File: src/rtl/instr_fetch_unit.sv
// Fetch stage: imem req/ack read into an instruction register, handed to decode via valid/ready.
// Optional request timeout with fetch_timeout pulse is enabled by defining FETCH_TIMEOUT_EN.
module instr_fetch_unit #(
  parameter int unsigned PC_WIDTH       = 8,
  parameter int unsigned INSTR_WIDTH    = 16,
  parameter int unsigned TIMEOUT_CYCLES = 15
) (
  input  logic                   clk,
  input  logic                   reset,
  input  logic                   run,
  input  logic [PC_WIDTH-1:0]    pc,
  output logic                   enable_increment,
  output logic                   imem_req,
  output logic [PC_WIDTH-1:0]    imem_addr,
  input  logic [INSTR_WIDTH-1:0] imem_rdata,
  input  logic                   imem_ack,
  input  logic                   flush,
  output logic [INSTR_WIDTH-1:0] instr,
  output logic [PC_WIDTH-1:0]    instr_pc,
  output logic                   instr_valid,
  input  logic                   instr_ready,
  output logic [15:0]            fetch_count
`ifdef FETCH_TIMEOUT_EN
  ,
  output logic                   fetch_timeout
`endif
);

  typedef enum logic [1:0] {
    IDLE  = 2'd0,
    REQ   = 2'd1,
    VALID = 2'd2
  } state_t;

  if (TIMEOUT_CYCLES == 0 || TIMEOUT_CYCLES > 31) begin : g_bad_timeout
    $error("TIMEOUT_CYCLES must fit the 5-bit wait counter (1..31)");
  end

  state_t                 state_q, state_d;
  logic                   drop_q, drop_d;
  logic [INSTR_WIDTH-1:0] instr_q, instr_d;
  logic [PC_WIDTH-1:0]    instr_pc_q, instr_pc_d;
  logic [15:0]            fetch_count_q, fetch_count_d;
  logic                   inc_raw;

`ifdef FETCH_TIMEOUT_EN
  localparam logic [4:0] TIMEOUT_LIM = 5'(TIMEOUT_CYCLES);
  logic [4:0] wait_q, wait_d;
  logic       timeout_q, timeout_d;
`endif

  always_comb begin
    state_d       = state_q;
    drop_d        = drop_q;
    instr_d       = instr_q;
    instr_pc_d    = instr_pc_q;
    fetch_count_d = fetch_count_q;
    inc_raw       = 1'b0;
    case (state_q)
      IDLE: begin
        if (run) state_d = REQ;
      end
      REQ: begin
        if (imem_ack) begin
          if (flush || drop_q) begin
            drop_d  = 1'b0;
            state_d = run ? REQ : IDLE;
          end else begin
            instr_d    = imem_rdata;
            instr_pc_d = pc;
            inc_raw    = 1'b1;
            state_d    = VALID;
          end
        end else if (flush) begin
          drop_d = 1'b1;
        end
      end
      VALID: begin
        if (flush) begin
          state_d = run ? REQ : IDLE;
        end else if (instr_ready) begin
          fetch_count_d = fetch_count_q + 16'd1;
          state_d       = run ? REQ : IDLE;
        end
      end
      default: state_d = IDLE;
    endcase

`ifdef FETCH_TIMEOUT_EN
    wait_d    = wait_q;
    timeout_d = 1'b0;
    if (state_q == REQ && !imem_ack && wait_q != TIMEOUT_LIM) begin
      wait_d = wait_q + 5'd1;
      if (wait_q + 5'd1 == TIMEOUT_LIM) begin
        drop_d    = 1'b1;
        timeout_d = 1'b1;
      end
    end
    // Any (re)entry into REQ, including a reissue after a discarded ack, restarts the wait.
    if (state_d == REQ && (state_q != REQ || imem_ack)) wait_d = '0;
`endif
  end

  always_ff @(posedge clk) begin
    if (reset) begin
      state_q       <= IDLE;
      drop_q        <= 1'b0;
      instr_q       <= '0;
      instr_pc_q    <= '0;
      fetch_count_q <= '0;
`ifdef FETCH_TIMEOUT_EN
      wait_q        <= '0;
      timeout_q     <= 1'b0;
`endif
    end else begin
      state_q       <= state_d;
      drop_q        <= drop_d;
      instr_q       <= instr_d;
      instr_pc_q    <= instr_pc_d;
      fetch_count_q <= fetch_count_d;
`ifdef FETCH_TIMEOUT_EN
      wait_q        <= wait_d;
      timeout_q     <= timeout_d;
`endif
    end
  end

  // Reset is synchronous, so gate the combinational outputs while it is held.
  assign enable_increment = inc_raw && !reset;
  assign imem_req         = (state_q == REQ) && !reset;
  assign imem_addr        = pc;
  assign instr            = instr_q;
  assign instr_pc         = instr_pc_q;
  assign instr_valid      = (state_q == VALID);
  assign fetch_count      = fetch_count_q;
`ifdef FETCH_TIMEOUT_EN
  assign fetch_timeout    = timeout_q;
`endif

endmodule
File: config.mk
export PLATFORM = sky130hd
export DESIGN_NAME = instr_fetch_unit
export DESIGN_NICKNAME = d
export VERILOG_FILES = /design/src/rtl/instr_fetch_unit.sv
export SDC_FILE = /design/constraint.sdc
export NUM_CORES = 1
export LEC_CHECK = 0
export CORE_ASPECT_RATIO = 0.75
export CORE_MARGIN = 1
export CORE_UTILIZATION = 41
export CTS_CLUSTER_SIZE = 24
export DETAILED_ROUTE_END_ITERATION = 8
export GPL_TIMING_DRIVEN = 0
export PLACE_DENSITY = 0.79
export SYNTH_ARGS = -nofsm -noshare
export SYNTH_HDL_FRONTEND = slang
export SYNTH_SLANG_ARGS = --single-unit
File: constraint.sdc
create_clock -name clk -period 2.24 [get_ports clk]
set_input_delay 0.224 -clock clk [delete_from_list [all_inputs] [get_ports clk]]
set_output_delay 0.224 -clock clk [all_outputs]
set_load 0.05 [all_outputs]
# Yosys cells after proc, flatten, opt, wreduce, memory -nomap -nowiden
# Cells that the tools add are included.
[totals]
register_bits = 43
out_inout_bits = 51
[op_classes]
addsub = 1
eq_ne = 6
muxes = 13
bitwise = 2
n_reduce_logical = 10
[op_table]
columns = ["op", "count"]
rows = [
  ["adder 16 x 1 -> 16 bit, second input constant", 1],
  ["AND reduction 3 bit", 4],
  ["2-to-1 mux 2 bit", 5],
  ["2-to-1 mux 1 bit", 7],
  ["case mux 2 bit (3 select lines)", 1],
  ["!= test 2 bit, second input constant", 2],
  ["!= test 3 x 2 -> 1 bit, second input constant", 1],
  ["== test 2 x 1 -> 1 bit, second input constant", 1],
  ["== test 2 bit, second input constant", 1],
  ["logical AND 1 bit", 2],
  ["logical NOT 2 bit", 1],
  ["!= test 2 x 1 -> 1 bit, second input constant", 1],
  ["inverter 1 bit", 2],
  ["nonzero test 2 bit", 1],
  ["logical NOT 1 bit", 1],
  ["logical OR 1 bit", 1],
]

# Depth between registers and ports, before layout
# Gate-level depths: netlist of run 1.
[logic_depth]
word_depth = 5
depth_mapped = 6
ltp_nobuf = 5

# Worst setup path after synthesis of run 1
# OpenSTA, ideal clock, no wires.
[synth_path]
path_type = "reg2reg"
start = "register fetch_count_q[0] (netlist: fetch_count[0])"
end = "register fetch_count_q[14] (netlist: fetch_count[14])"
t_arrival_ns = 1.947
required_time_ns = 2.170
path_slack_ns = 0.223
stages_incl_launch_ff = 6
synth_period_minus_slack_ns = 2.017
cell_sequence = "dfxtp_1 > ha_1 > nand3_1 > or2_4 > or4_1 > a21oi_1"
[synth_between]
elab_chain_cells = 1
[synth_lines]
columns = ["element", "line_no", "text"]
rows = [
  ["from (decl)", "43", "logic [15:0] fetch_count_q, fetch_count_d;"],
  ["from (signal assigned)", "120", "fetch_count_q <= fetch_count_d;"],
  ["adder 16 x 1 -> 16 bit", "82", "fetch_count_d = fetch_count_q + 16'd1;"],
]
# Every way passes these cells.
# A chain may end at the register's enable or synchronous reset.

# Final worst setup path of run 1
[layout_path]
start = "input flush"
end = "output enable_increment"
[layout_between]
elab_chain_cells = 5
[layout_lines]
columns = ["element", "line_no", "text"]
rows = [
  ["from (decl)", "17", "input logic flush,"],
  ["logical OR 1 bit", "65", "if (flush || drop_q) begin"],
  ["2-to-1 mux 1 bit", "65", ""],
  ["2-to-1 mux 1 bit", "64", "if (imem_ack) begin"],
  ["2-to-1 mux 1 bit", "59", "case (state_q)"],
  ["logical AND 1 bit", "129", "assign enable_increment = inc_raw && !reset;"],
  ["to (decl)", "12", "output logic enable_increment,"],
]
# Every way passes these cells.

==> metrics.yaml, run 1 <==
run_status: "completed"
synth_cell_types: 32
post-route-util_pct: 66.59
synth_edf_count: 0
coreArea_sq_mm: 0.004104
synth_area_sq_mm: 0.001768
grt-busiest-layer: "met2"
crit_type: "in2out"
synthFlopType: "dfxtp_1"
cpMostUsedCell: "nor2_1"
cp-end-kind: "output pin"
tritoncts: "built"
drt-initial-drc-count: 67
n_fill_cell: 375
synth_seq_cells: 43
syn_avg_cell_area_sq_um: 8.110
insertedDiodeCount: 0
clk_latency_ns: 0.29
h-tree-depth: 2
preCtsSetupSlack_ns: -0.4015
die_x_microns: 77.83
finalHoldViolCount: 0
start_util_pct: 43.08
grt_util_all_layers_pct: 19.91
hp-class: "in2reg"
async_flop_share_pct: 0
fmax_ghz: 0.4890
fin_hold_ws_ns: 0.3165
grt_start_max_net_pins: 13
drtAntennaViolNets: 0
layout.cells.non_filler: 358
finalSetupTns_ns: 0
placed_cells: 352
io_buffer_count: 79
vdd_drop_max_uv: 362.5
power_density_mw_per_mm2: 587.5
io_pins: 81
layout_min_cycle_time_ns: 2.045
grtUsageMet2_pct: 30.85
worst_clock_skew_ns: 0.008074
r2r_slack_ns: 0.38
cts_root_buf: "clkbuf_8"
worstPathRequired_ns: 2.02
rsz0062_at_grt: "false"
slowest_delay_ns: 0.49
drv_slew: 0
die-area_sq_mm: 0.004582
wl_per_cell_microns: 12.18
tightest_slew_ns: 0.5212
syn_nets: 249
max_cap_viol_count: 0
use_met3_pct: 7.907
hpwl_microns: 3307
cts_buffer_depth: 2
relSlewSlack_pct: 65.15
cts_buffers: 5
yosys_warnings: 0
drtPass1Iterations: 4
worstPathArrival_ns: 1.82
worstPathCellList: "clkdlybuf4s50_1 > nor2_1 > nand3_2 > nor2_1 > clkdlybuf4s15_2"
reg2reg_depth: 5
p_leak_nw: 0.9418
die_h_microns: 58.87
antenna_found_initial: 0
setup_slack_ns: 0.1951
layout-drive-gt1-share_pct: 6.271
slowest_stage: "clkdlybuf4s50_1"
critPathMaxFanout: 16
nNetsFinal: 334
grt_pass1_wl_microns: 6865
vias: 1714
gp_congestion: 0.7631
drc: 0
vias_per_cell: 4.788
wirelength_microns: 4359
ys_seq_area_share_pct: 48.69
setup_viol: 0
netlist_instances: 218
min_period_over_period_pct: 91.29
cts.sinks: 43
whs_path_depth: 2
rows: 20
post_cts_buffers: 0
clkSlewWorstSetupHoldPaths_ns: 0.08
critPathLaunchType: "input pin"
grt-ovfl-total: 0
area_growth_pct: 54.56
first_global_vias: 1499
grt_use_met1_pct: 24.98
## Yosys cell counts (all sizes together), types with 4 or more instances
cell,count,share of area [%]
nand2,53,11
dfxtp,43,49
a21oi,31,8.8
nor2,17,3.6
buf,10,4.0
clkbuf,10,2.1
xnor2,6,3.0
and3,5,1.8
nand4,5,1.8
inv,4,0.85
or4,4,1.7
xor2,4,2.0
## where the power goes
part / total (mW) / internal (mW) / leakage, nW / switching (mW)
clock: 0.570 / 0.327 / 0.0513 / 0.243
sequential: 0.789 / 0.780 / 0.348 / 0.00913
combinational: 0.247 / 0.105 / 0.543 / 0.141
## sequential cells by signal (all words and copies together) (netlist names)
signal / cells
instr: 16
drop_q: 1
state_q: 2
fetch_count: 16
instr_pc: 8
## what timing repair did
item | in CTS | in global routing
setup endpoints to repair | 1 | 1
hold buffers | 0 | 0
pin swaps | 0 | 0
gates resized for setup | 3 | 1
## per-stage QoR
| stage | total power [mW] | instance area, sq um |
|---|---|---|
| 2_1_floorplan | 0.9435 | 1768 |
| 3_3_place_gp | 1.051 | 2628 |
| 3_5_place_dp | 1.054 | 2628 |
| 4_1_cts | 1.619 | 2731 |
| 5_1_grt | 1.676 | 2733 |
| 6_report | 1.606 | 2733 |
## worst max-delay path, delay by kind of cell
kind,cells,cell delay [ns]
buf+inv,2,0.88
simple gates,3,0.72
## routing by layer
metal / wire, microns / up-vias
met5: 0 / -
met4: 36 / 0
met2: 1937 / 54
li1: - / 890
met3: 356 / 5
met1: 2029 / 765
## cell families (layout without fill, tap and decap cells)
kind of cell | after synthesis | count (layout) | synth area share [%]
adders and majority gates | 1 | 1 | 0.7076
muxes | 1 | 1 | 0.5662
buffers and inverters | 24 | 109 | 6.936
xor gates and xnor gates | 10 | 10 | 4.954
AOI/OAI and AO/OA | 40 | 40 | 12.31
and+or+nand+nor | 99 | 99 | 25.83
DFF | 43 | 43 | 48.69
## cell usage in the layout (no fill, tap or decap), drive strengths merged, types with 2 or more instances in the layout
cell type / count
o21ai: 2
nor3: 3
nand4: 5
clkdlybuf4s50: 78
nand3: 3
or4: 4
nand2: 53
buf: 10
xnor2: 6
dfxtp: 43
clkbuf: 15
and3: 5
xor2: 4
a21oi: 31
nor2: 17
inv: 4
o31ai: 3
## final timing paths
check	start	end
setup / recovery	flush	enable_increment
hold / removal	reset	fetch_count[12]$_SDFFE_PP0P_
setup reg to reg	state_q[1]$_SDFFE_PP0P_	fetch_count[14]$_SDFFE_PP0P_
hold reg to reg	instr[12]$_SDFFE_PP0P_	instr[12]$_SDFFE_PP0P_
## area by class of cell
type | count | area [sq um] | area share [%]
timing repair buffer | 79 | 792.0 | 28.98
tap | 55 | 68.82 | 2.518
sequential | 43 | 860.8 | 31.50
clock inverter | 1 | 30.03 | 1.099
multi-input combinational | 151 | 789.5 | 28.89
clock buffer | 6 | 72.57 | 2.656
buffer | 19 | 103.9 | 3.800
inverter | 4 | 15.01 | 0.5495
No activity file was read; power rests on OpenSTA's default activity.
==> run 2: changes to the inputs <==
- CORE_MARGIN: 1 -> 2
- REMOVE_ABC_BUFFERS: not set -> 1
==> metrics.yaml, run 2 (same netlist as run 1, synthesis figures left out) <==
die_x_microns: 79.83  # +2.6%
clkSlewWorstSetupHoldPaths_ns: 0.08  # about the same
io_buffer_count: 80  # +1.3%
drt-initial-drc-count: 82  # +22%
crit_type: "reg2out"
drtPass1Iterations: 4  # unchanged
finalHoldViolCount: 0  # unchanged
insertedDiodeCount: 0  # unchanged
cp-end-kind: "output pin"
cts_buffers: 5  # unchanged
vias_per_cell: 4.953  # +3.5%
run_status: "completed"
fin_hold_ws_ns: 0.4563  # +0.1397 ns
rsz0062_at_grt: "false"
drtAntennaViolNets: 0  # unchanged
coreArea_sq_mm: 0.004104  # unchanged
grt-ovfl-total: 0  # unchanged
grt_start_max_net_pins: 46  # +33
cts_buffer_depth: 2  # unchanged
r2r_slack_ns: 0.30  # -0.08 ns
h-tree-depth: 2  # unchanged
min_period_over_period_pct: 95.22  # +3.9 points
gp_congestion: 0.7156  # -6.2%
fmax_ghz: 0.4688  # -4.1%
io_pins: 81  # unchanged
die_h_microns: 60.87  # +3.4%
die-area_sq_mm: 0.004859  # +6.1%
vias: 1689  # -1.5%
worstPathArrival_ns: 1.91  # +0.09 ns
layout-drive-gt1-share_pct: 4.545  # -1.7 points
vdd_drop_max_uv: 410.2  # +13%
setup_slack_ns: 0.1070  # -0.08809 ns
nNetsFinal: 316  # -5.4%
wirelength_microns: 4230  # -3.0%
cts.sinks: 43  # unchanged
drv_slew: 0  # unchanged
drc: 0  # unchanged
hpwl_microns: 3014  # -8.9%
first_global_vias: 1531  # +2.1%
worst_clock_skew_ns: 0.005900  # -0.002174 ns
clk_latency_ns: 0.28  # about the same
area_growth_pct: 50.32
max_cap_viol_count: 0  # unchanged
worstPathRequired_ns: 2.02  # about the same
hp-class: "reg2reg"
tightest_slew_ns: 0.8653  # +0.3441 ns
antenna_found_initial: 0  # unchanged
finalSetupTns_ns: 0  # unchanged
post_cts_buffers: 0  # unchanged
cts_root_buf: "clkbuf_8"
p_leak_nw: 0.8933  # -5.1%
start_util_pct: 43.08  # unchanged
tritoncts: "built"
final_common_cell: "clkdlybuf4s50_1"
critPathMaxFanout: 6  # -10
grt_pass1_wl_microns: 6672  # -2.8%
rows: 20  # unchanged
power_density_mw_per_mm2: 587.8  # about the same
postCtsHoldBufs: 0  # unchanged
layout_min_cycle_time_ns: 2.133  # +0.08809 ns
setup_viol: 0  # unchanged
preCtsSetupSlack_ns: -0.7257  # -0.3243 ns
wl_per_cell_microns: 12.40  # +1.9%
relSlewSlack_pct: 42.32  # -23 points
final_cell_mix: "78 x clkdlybuf4s50_1, 53 x nand2_1, 43 x dfxtp_1, 31 x a21oi_1, 17 x nor2_1"
grt_util_all_layers_pct: 17.45  # -2.5 points
critPathLaunchType: "flop"
## run 2: cell types whose count changed in the layout (fill, tap and decap cells not counted)
cell,delta
nor4bb_4,+1
bufinv_16,-1
buf_4,-8
buf_2,-1
nor4bb_1,-1
clkbuf_1,-10
nand3_4,+1
clkbuf_8,+2
nand3_2,-1
clkinvlp_4,+1
## run 2: what timing repair did
item | CTS | global route
endpoints found under the hold margin | 0 | 0
resized for setup | 7 | 0
setup endpoints to repair | 5 | 0
## run 2: metal layers
| metal | GRT usage, % | up-vias | wire [microns] |
|---|---|---|---|
| met5 | 0 | - | 0 |
| met4 | 4.358 | 0 | 34 |
| met3 | 5.208 | 4 | 282 |
| met2 | 31.21 | 48 | 1958 |
| met1 | 21.05 | 783 | 1955 |
| li1 | - | 854 | - |
## run 2: final cells by class
class | instances | area [sq um]
Clock buffer | 7 | 96.34
Clock inverter | 1 | 7.507
Fill cell | 365 | 1446
Inverter | 4 | 15.01
Multi-Input combinational cell | 151 | 812.0
Sequential cell | 43 | 860.8
Tap cell | 55 | 68.82
Timing Repair Buffer | 80 | 797.0
## run 2: worst paths after layout
check	startpoint	to	cells past startpoint
setup / recovery	state_q[0]$_SDFFE_PP0P_	imem_req	3
hold / removal	instr_pc[3]$_SDFFE_PP0P_	instr_pc[3]$_SDFFE_PP0P_	2
setup reg to reg	state_q[0]$_SDFFE_PP0P_	fetch_count[15]$_SDFFE_PP0P_	4
hold reg to reg	instr_pc[3]$_SDFFE_PP0P_	instr_pc[3]$_SDFFE_PP0P_	2
## run 2: worst max-delay path, stage by stage (launching register included)
cell,delay [ns]
dfxtp_1,0.46
inv_1,0.12
nor3_1,0.18
clkdlybuf4s50_1,0.86
## run 2: metrics by stage
step / power [mW] / std cells / cell area (sq um) / utilization [%]
after detailed placement: 1.039 / 333 / 2525 / 61.52
final: 1.562 / 341 / 2658 / 64.76
after global placement: 1.037 / 333 / 2530 / 61.65
after floorplan: 0.8925 / 198 / 1660 / -
after global routing: 1.630 / 341 / 2658 / 64.76
after CTS: 1.577 / 341 / 2658 / 64.76
## run 2: where the power goes
part / switching (mW) / leakage (nW) / internal (mW)
Sequential: 0.0110 / 0.348 / 0.780
Clock: 0.256 / 0.0505 / 0.280
Combinational: 0.139 / 0.495 / 0.0960
